File: src/rtl/ciphertext_serializer_pkg.sv
// Shared paillier constants: block geometry for the ciphertext datapath and
// the per-operand block counts used by the top level.
package ciphertext_serializer_pkg;

  localparam int REGISTER_SIZE         = 32;
  localparam int NUM_BLOCKS            = 128;
  localparam int NUM_CIPHERTEXT_BLOCKS = NUM_BLOCKS;
  localparam int NUM_MODULUS_BLOCKS    = 64;
  localparam int NUM_PLAINTEXT_BLOCKS  = 64;

  // Counter width that stays legal when the count is 1.
  function automatic int clog2_min1(input int n);
    return (n > 1) ? $clog2(n) : 1;
  endfunction

endpackage

File: src/rtl/ciphertext_serializer_block_buffer.sv
// Frame storage: simple dual-port RAM with one registered read port.
module block_buffer #(
  parameter int DATA_W = 32,
  parameter int DEPTH  = 128,
  parameter int ADDR_W = 7
) (
  input  logic              clk_in,
  input  logic              we_in,
  input  logic [ADDR_W-1:0] waddr_in,
  input  logic [DATA_W-1:0] wdata_in,
  input  logic [ADDR_W-1:0] raddr_in,
  output logic [DATA_W-1:0] rdata_out
);

  logic [DATA_W-1:0] mem_q [DEPTH];
  logic [DATA_W-1:0] rdata_q;

  always_ff @(posedge clk_in) begin
    if (we_in) mem_q[waddr_in] <= wdata_in;
    rdata_q <= mem_q[raddr_in];
  end

  assign rdata_out = rdata_q;

endmodule

File: src/rtl/ciphertext_serializer.sv
// Collects a frame of ciphertext blocks, then streams it LSB-byte-first to a
// UART transmitter, one byte every other cycle at most.
module ciphertext_serializer #(
  parameter int REGISTER_SIZE = ciphertext_serializer_pkg::REGISTER_SIZE,
  parameter int NUM_BLOCKS    = ciphertext_serializer_pkg::NUM_BLOCKS
) (
  input  logic                     clk_in,
  input  logic                     rst_in,
  input  logic                     valid_in,
  input  logic [REGISTER_SIZE-1:0] block_in,
  output logic                     ready_out,
  output logic                     overflow_out,
  input  logic                     tx_busy_in,
  output logic [7:0]               byte_out,
  output logic                     byte_valid_out,
  output logic                     frame_done_out
);
  import ciphertext_serializer_pkg::*;

  localparam int BPB = REGISTER_SIZE / 8;
  localparam int AW  = clog2_min1(NUM_BLOCKS);
  localparam int SW  = clog2_min1(BPB);
  localparam logic [AW-1:0] LAST_BLK = AW'(NUM_BLOCKS - 1);
  localparam logic [SW-1:0] LAST_SUB = SW'(BPB - 1);

  typedef enum logic [1:0] {IDLE, COLLECT, SEND} state_e;

  state_e             state_q, state_d;
  logic [AW-1:0]      wr_cnt_q, rd_blk_q;
  logic [SW-1:0]      sub_q;
  logic               rd_vld_q;
  logic [7:0]         byte_q;
  logic               byte_vld_q, ovf_q, done_q;
  logic [REGISTER_SIZE-1:0] rd_data;
  logic               ready, accept, issue, last_in, last_byte;

  block_buffer #(
    .DATA_W(REGISTER_SIZE),
    .DEPTH (NUM_BLOCKS),
    .ADDR_W(AW)
  ) u_buf (
    .clk_in   (clk_in),
    .we_in    (accept),
    .waddr_in (wr_cnt_q),
    .wdata_in (block_in),
    .raddr_in (rd_blk_q),
    .rdata_out(rd_data)
  );

  always_ff @(posedge clk_in) begin
    if (rst_in) state_q <= IDLE;
    else        state_q <= state_d;
  end

  always_comb begin
    state_d = state_q;
    case (state_q)
      IDLE:    if (accept) state_d = last_in ? SEND : COLLECT;
      COLLECT: if (accept && last_in) state_d = SEND;
      SEND:    if (issue && last_byte) state_d = IDLE;
      default: state_d = IDLE;
    endcase
  end

  // rd_vld_q holds off the first issue until the read of block 0 has landed.
  always_comb begin
    ready     = (state_q != SEND);
    accept    = valid_in && ready;
    last_in   = (wr_cnt_q == LAST_BLK);
    last_byte = (rd_blk_q == LAST_BLK) && (sub_q == LAST_SUB);
    issue     = (state_q == SEND) && !tx_busy_in && !byte_vld_q && rd_vld_q;
  end

  always_ff @(posedge clk_in) begin
    if (rst_in) begin
      wr_cnt_q   <= '0;
      rd_blk_q   <= '0;
      sub_q      <= '0;
      rd_vld_q   <= 1'b0;
      byte_q     <= '0;
      byte_vld_q <= 1'b0;
      ovf_q      <= 1'b0;
      done_q     <= 1'b0;
    end else begin
      rd_vld_q   <= (state_q == SEND);
      byte_vld_q <= issue;
      done_q     <= issue && last_byte;
      ovf_q      <= valid_in && !ready;
      if (accept) wr_cnt_q <= last_in ? '0 : wr_cnt_q + AW'(1);
      // Advancing the block address right after a block's top byte gives the
      // RAM a full cycle to fetch the next block before the next issue slot.
      if (issue) begin
        byte_q <= rd_data[{sub_q, 3'b000} +: 8];
        if (sub_q == LAST_SUB) begin
          sub_q    <= '0;
          rd_blk_q <= (rd_blk_q == LAST_BLK) ? '0 : rd_blk_q + AW'(1);
        end else begin
          sub_q <= sub_q + SW'(1);
        end
      end
    end
  end

  assign ready_out      = ready;
  assign overflow_out   = ovf_q;
  assign byte_out       = byte_q;
  assign byte_valid_out = byte_vld_q;
  assign frame_done_out = done_q;

endmodule

File: config.mk
export PLATFORM = sky130hd
export DESIGN_NAME = ciphertext_serializer
export DESIGN_NICKNAME = d
export VERILOG_FILES = /design/src/rtl/ciphertext_serializer_pkg.sv /design/src/rtl/ciphertext_serializer_block_buffer.sv /design/src/rtl/ciphertext_serializer.sv
export SDC_FILE = /design/constraint.sdc
export NUM_CORES = 2
export LEC_CHECK = 0
export CAP_MARGIN = 20
export CELL_PAD_IN_SITES_DETAIL_PLACEMENT = 0
export CELL_PAD_IN_SITES_GLOBAL_PLACEMENT = 2
export CORE_MARGIN = 2
export CORE_UTILIZATION = 45
export DETAILED_ROUTE_END_ITERATION = 8
export GPL_TIMING_DRIVEN = 0
export PLACE_DENSITY = 0.68
export SYNTH_ARGS = -nofsm -noshare
export SYNTH_HDL_FRONTEND = slang
export SYNTH_HIERARCHICAL = 1
export SYNTH_SLANG_ARGS = --single-unit
File: constraint.sdc
create_clock -name clk_in -period 10.1 [get_ports clk_in]
set_clock_uncertainty 0.15 [all_clocks]
set_input_delay 1.01 -clock clk_in [delete_from_list [all_inputs] [get_ports clk_in]]
set_output_delay 1.01 -clock clk_in [all_outputs]
set_load 0.02 [all_outputs]
After elaboration in Yosys (flattened, before gate mapping):

Memories as Yosys holds them, arrays and structs flattened. A register that Yosys moved wholly into a read port is not among the register bits.
Index checks and enable logic that the tools add are counted.
Widths: inputs -> output; s select.

* memory bits (writable): 4096
* output and inout port bits: 12
* logic and storage cells: 47
* input port bits: 36
* memories: 1
* register bits after elaboration: 30
* latch bits: 0
* bits in read-only memories: 0

* multiplexer cells: 10
* divide/modulo/power cells: 0
* bitwise operators: 0
* shift-type cells: 1
* magnitude comparators: 0
* add/sub/neg operators: 3
* multiply operators: 0
* equality and inequality tests: 9
* reductions and logical operators: 14

Memory list
* u_buf.mem_q: words 128, bits a word 32, read ports 1, clocked after memory_dff 1, write ports 1, RTL line ciphertext_serializer_block_buffer.sv:15 `logic [DATA_W-1:0] mem_q [DEPTH];`

Operators with widths (number)
* $shiftx 32x6->8: 1
* $add 7x1->7 const B: 2
* $eq 7x7->1 const B: 2
* $mux 7: 2
* $mux 2: 5
* $logic_and 1x1->1: 8
* $ne 2x2->1 const B: 3
* $pmux 2 s3: 1
* $eq 2x2->1 const B: 2
* $logic_not 1->1: 3
* $reduce_and 3->1: 1
* $add 2x1->2 const B: 1
* $eq 2x1->1 const B: 1
* $logic_not 2->1: 1
* $mux 1: 2
* $ne 2x1->1 const B: 1
* $reduce_and 2->1: 1

Longest topological paths before layout:

* depth after elaboration: 7
* depth in mapped cells: 9
* depth with buffers taken out: 7

Hierarchy:

Netlist, hierarchy kept.

Modules (own cells, without submodules)
* block_buffer: times used 1, area each 156276.1 µm², seq. area each 123638.6 µm², cells each 5990
* ciphertext_serializer: times used 1, area each 1480.2 µm², seq. area each 600.6 µm², cells each 159

Worst setup path after synthesis:

Ideal clock, no wire load.

* path type: input to register
* start point: in valid_in
* end point: mem u_buf.mem_q[98][0] (enable)
* cell stages on the path: 5
* data arrival time: 3908 ps
* setup time: 461 ps
* setup slack: 5581 ps
* path buffers: 1
* data required time: 9489 ps
* cell sequence: nand2_4 > inv_1 > clkbuf_1 > nand4_1 > nor3_1

* word-level cells in the longest chain between the ends: 3

Ends and longest elaborated chain
* from (decl): RTL line ciphertext_serializer.sv:9 `input logic valid_in,`
* $logic_and 1x1->1: RTL line ciphertext_serializer.sv:68 `accept = valid_in && ready;`
* named net accept: RTL line ciphertext_serializer.sv:35 `logic ready, accept, issue, last_in, last_byte;`
* $mux 1: RTL line ciphertext_serializer_block_buffer.sv:19 `if (we_in) mem_q[waddr_in] <= wdata_in;`
* $mux 1 (implied by the code): RTL line ciphertext_serializer_block_buffer.sv:19
* to (decl): RTL line ciphertext_serializer_block_buffer.sv:15

The timed path passes the listed nets, and every way through them passes these cells.

==> flow_metrics.py <==
metrics = {
    "run_status": {
        "status": "complete, no violations",
    },
    "route": {
        "drtIter0Drc": 9380,
        "vias": 71730,
        "drtAntennaViolNets": 0,
        "viasPerCell": 6.067,
        "wl_per_cell_um": 35.20,
        "drc": 0,
        "drtPass1Iterations": 5,
        "wirelength_mm": 416.1,
    },
    "critical_path": {
        "crit_top_cell": "mux4_2",
        "crit_type": "reg2reg",
        "worstPathCellList": "clkbuf_1 > buf_2 > clkbuf_2 > clkbuf_1 > mux4_2 > mux4_2 > mux4_2 > mux2_2",
        "critical_path_required_ps": 10780,
        "cp_slowest_cell": "clkbuf_2",
        "r2r_cells": 8,
        "crit_fanout": 10,
        "end_kind": "register",
        "cpPeakStageDelay_ps": 730,
        "cp.arrival_ps": 5560,
        "critPathLaunchType": "register",
    },
    "synth": {
        "async_flop_share": 0,
        "synthCells": 6149,
        "ys_types": 40,
        "syn_area_per_cell_um2": 25.66,
        "ys.flop_type": "edfxtp_1",
        "synth_warnings": 6,
        "synth_top_cell_area_share": 0.7797,
        "synth_area_leaders": "edfxtp_1 (78%), mux4_2 (19%), dfxtp_1 (0.79%)",
        "synth-seq-cells": 4158,
        "synth_edf_count": 4096,
        "yosys.area.top_type": "edfxtp_1",
        "syn_nets": 6188,
        "synth-seq-area-share": 0.7875,
        "synth_area_um2": 157800,
    },
    "global_route": {
        "met1_usage": 0.3331,
        "met3_usage": 0.04450,
        "grt_pass1_wl_mm": 575.8,
        "overflow": 0,
        "grt.total_usage": 0.2341,
        "grt_max_degree": 100,
        "antenna_found_initial": 64,
        "use_met2": 0.3780,
        "grt_pass1_vias": 72590,
        "grt-busiest-layer": "met2",
    },
    "timing": {
        "slew_viol_final": 0,
        "fin_crit_ps": 4884,
        "relSlewSlack": 0.1782,
        "worst_slack_ps": 5216,
        "finalHoldViolations": 0,
        "tns_ps": 0,
        "fmax_mhz": 204.8,
        "worst_pin_slew_ps": 1228,
        "grt_setup_unrepaired": "false",
        "whs_ps": 341.1,
        "setup-violations-final": 0,
        "period_share": 0.4835,
    },
    "die": {
        "ios": 48,
        "dieArea_um2": 355300,
        "core_um2": 349200,
        "fp.dieH_um": 596.1,
        "start_util": 0.4518,
        "die_w_um": 596.1,
        "fp-row-count": 217,
    },
    "clocking": {
        "cts_setup_buffers": 0,
        "cts_buffer_depth": 4,
        "clock-root-buffer": "clkbuf_16",
        "cts_tree": "done",
        "cts_resized": 0,
        "clk_latency_ps": 960,
        "clkSinkCount": 4158,
        "cts_hold_buf": 0,
        "path_clk_slew_ps": 60,
        "cts_max_level": 5,
        "cts_buffers": 419,
    },
    "placed_design": {
        "post-dp-hpwl_mm": 283.2,
        "globalplace.congestion": 0.9359,
        "place_area_um2": 169100,
        "place_ws_ps": 4652,
        "io_buffers": 46,
        "place_inst": 11000,
    },
    "finish": {
        "post-route-util": 0.5254,
        "nFillCells": 26440,
        "num-nets-final": 6875,
        "syn_to_final_growth_pct": 16.28,
        "layout-drive-gt1-share": 0.3458,
        "stdcell_area_um2": 183400,
        "final-instance-count-excl-fill": 11820,
    },
    "power_and_ir_drop": {
        "pwr_density_cell_nw_per_um2": 192.1,
        "leakage_nw": 54.38,
        "ir_drop_mv": 0.1534,
        "total_power_mw": 35.24,
    },
    "run": {
        "max_cap_viol_count": 0,
    },
    "hold_path": {
        "hold_depth": 1,
        "min_path_type": "in2reg",
    },
}
-- metal layers --
| metal | wire length, µm | up-vias |
|---|---|---|
| li1 | - | 28440 |
| met1 | 170400 | 40000 |
| met4 | 9293 | 2 |
| met2 | 203300 | 2845 |
| met5 | 10 | - |
| met3 | 33090 | 436 |
-- Yosys cell counts, types with 2 or more instances --
master and count:
and2_1 2, a31oi_1 2, buf_1 51, nand2b_1 2
a32o_1 2, clkbuf_1 186, buf_2 81, mux2_2 32
inv_1 4, edfxtp_1 4096, and3_1 3, xor2_1 4
nor2b_1 7, nand2_1 44, nor3_1 10, buf_4 3
nand4_1 10, buf_6 2, mux4_2 1352, dfxtp_1 62
nor2_1 134, nand3_1 20, ha_1 3, or3_1 6
a21oi_1 15, xnor2_1 2
-- layout by cell type (no fill, tap or decap), drive strengths merged, types with 3 or more instances in the layout --
| cell | Yosys | final |
|---|---|---|
| a21oi | 15 | 15 |
| clkbuf | 186 | 698 |
| diode | 0 | 33 |
| ha | 3 | 3 |
| nand4 | 10 | 10 |
| nor2 | 134 | 134 |
| mux4 | 1352 | 1352 |
| nor3 | 11 | 11 |
| clkdlybuf4s50 | 0 | 14 |
| nor2b | 8 | 8 |
| nand3 | 20 | 20 |
| and3 | 4 | 4 |
| xor2 | 4 | 4 |
| or3 | 6 | 6 |
| bufinv | 0 | 56 |
| buf | 137 | 389 |
| edfxtp | 4096 | 4096 |
| clkinvlp | 0 | 18 |
| mux2 | 32 | 32 |
| inv | 5 | 14 |
| clkinv | 0 | 181 |
| dfxtp | 62 | 62 |
| nand2 | 45 | 45 |
-- power by group --
part / total [mW] / internal [mW] / switching [mW]
clock: 15.8 / 9.30 / 6.47
combinational: 0.491 / 0.0910 / 0.400
sequential: 19.0 / 19.0 / 0.00791
total: 35.2 / 28.4 / 6.88
-- worst max-delay path, delay by kind of cell (launching register included) --
kind / cells / cell delay, ps
flops: 1 / 390
mux: 4 / 2030
buf+inv: 4 / 2110
-- cells by family after synthesis --
| group | Yosys count | share of synthesized area |
|---|---|---|
| flops | 4158 | 0.7875 |
| compound gates | 21 | 0.0007693 |
| fa+ha+maj | 3 | 0.0002380 |
| xor+xnor | 6 | 0.0003331 |
| mux | 1385 | 0.1954 |
| buf+inv | 328 | 0.008629 |
| simple gates | 248 | 0.007130 |
-- flip-flops by register name, summed over array words and instances (netlist names) --
signal           flops
byte_out             8
u_buf/mem_q       4096
overflow_out         1
wr_cnt_q             7
u_buf/rdata_out     32
state_q              2
sub_q                2
byte_valid_out       1
frame_done_out       1
rd_vld_q             1
rd_blk_q             7
-- area by class of cell --
| cell class | count | area [µm²] | area share |
|---|---|---|---|
| antenna | 33 | 82.58 | 0.0004502 |
| buffer | 323 | 1376 | 0.007503 |
| clock buffer | 512 | 11200 | 0.06108 |
| clock inverter | 264 | 2785 | 0.01518 |
| inverter | 5 | 21.27 | 0.0001160 |
| multi-input combinational | 1663 | 33090 | 0.1804 |
| sequential | 4158 | 124200 | 0.6773 |
| tap | 4599 | 5754 | 0.03137 |
| timing repair buffer | 266 | 4876 | 0.02658 |
-- path summary, 6_finish.rpt --
| kind | startpoint | to | slack, ps |
|---|---|---|---|
| max reg2reg | rd_blk_q[2] | u_buf/rdata_out[11] | 5220 |
| max | rd_blk_q[2] | u_buf/rdata_out[11] | 5220 |
| min | block_in[31] | u_buf/mem_q[2][31] | 340 |
| min reg2reg | wr_cnt_q[1] | wr_cnt_q[1] | 390 |
(Power assumes the default switching activity.)
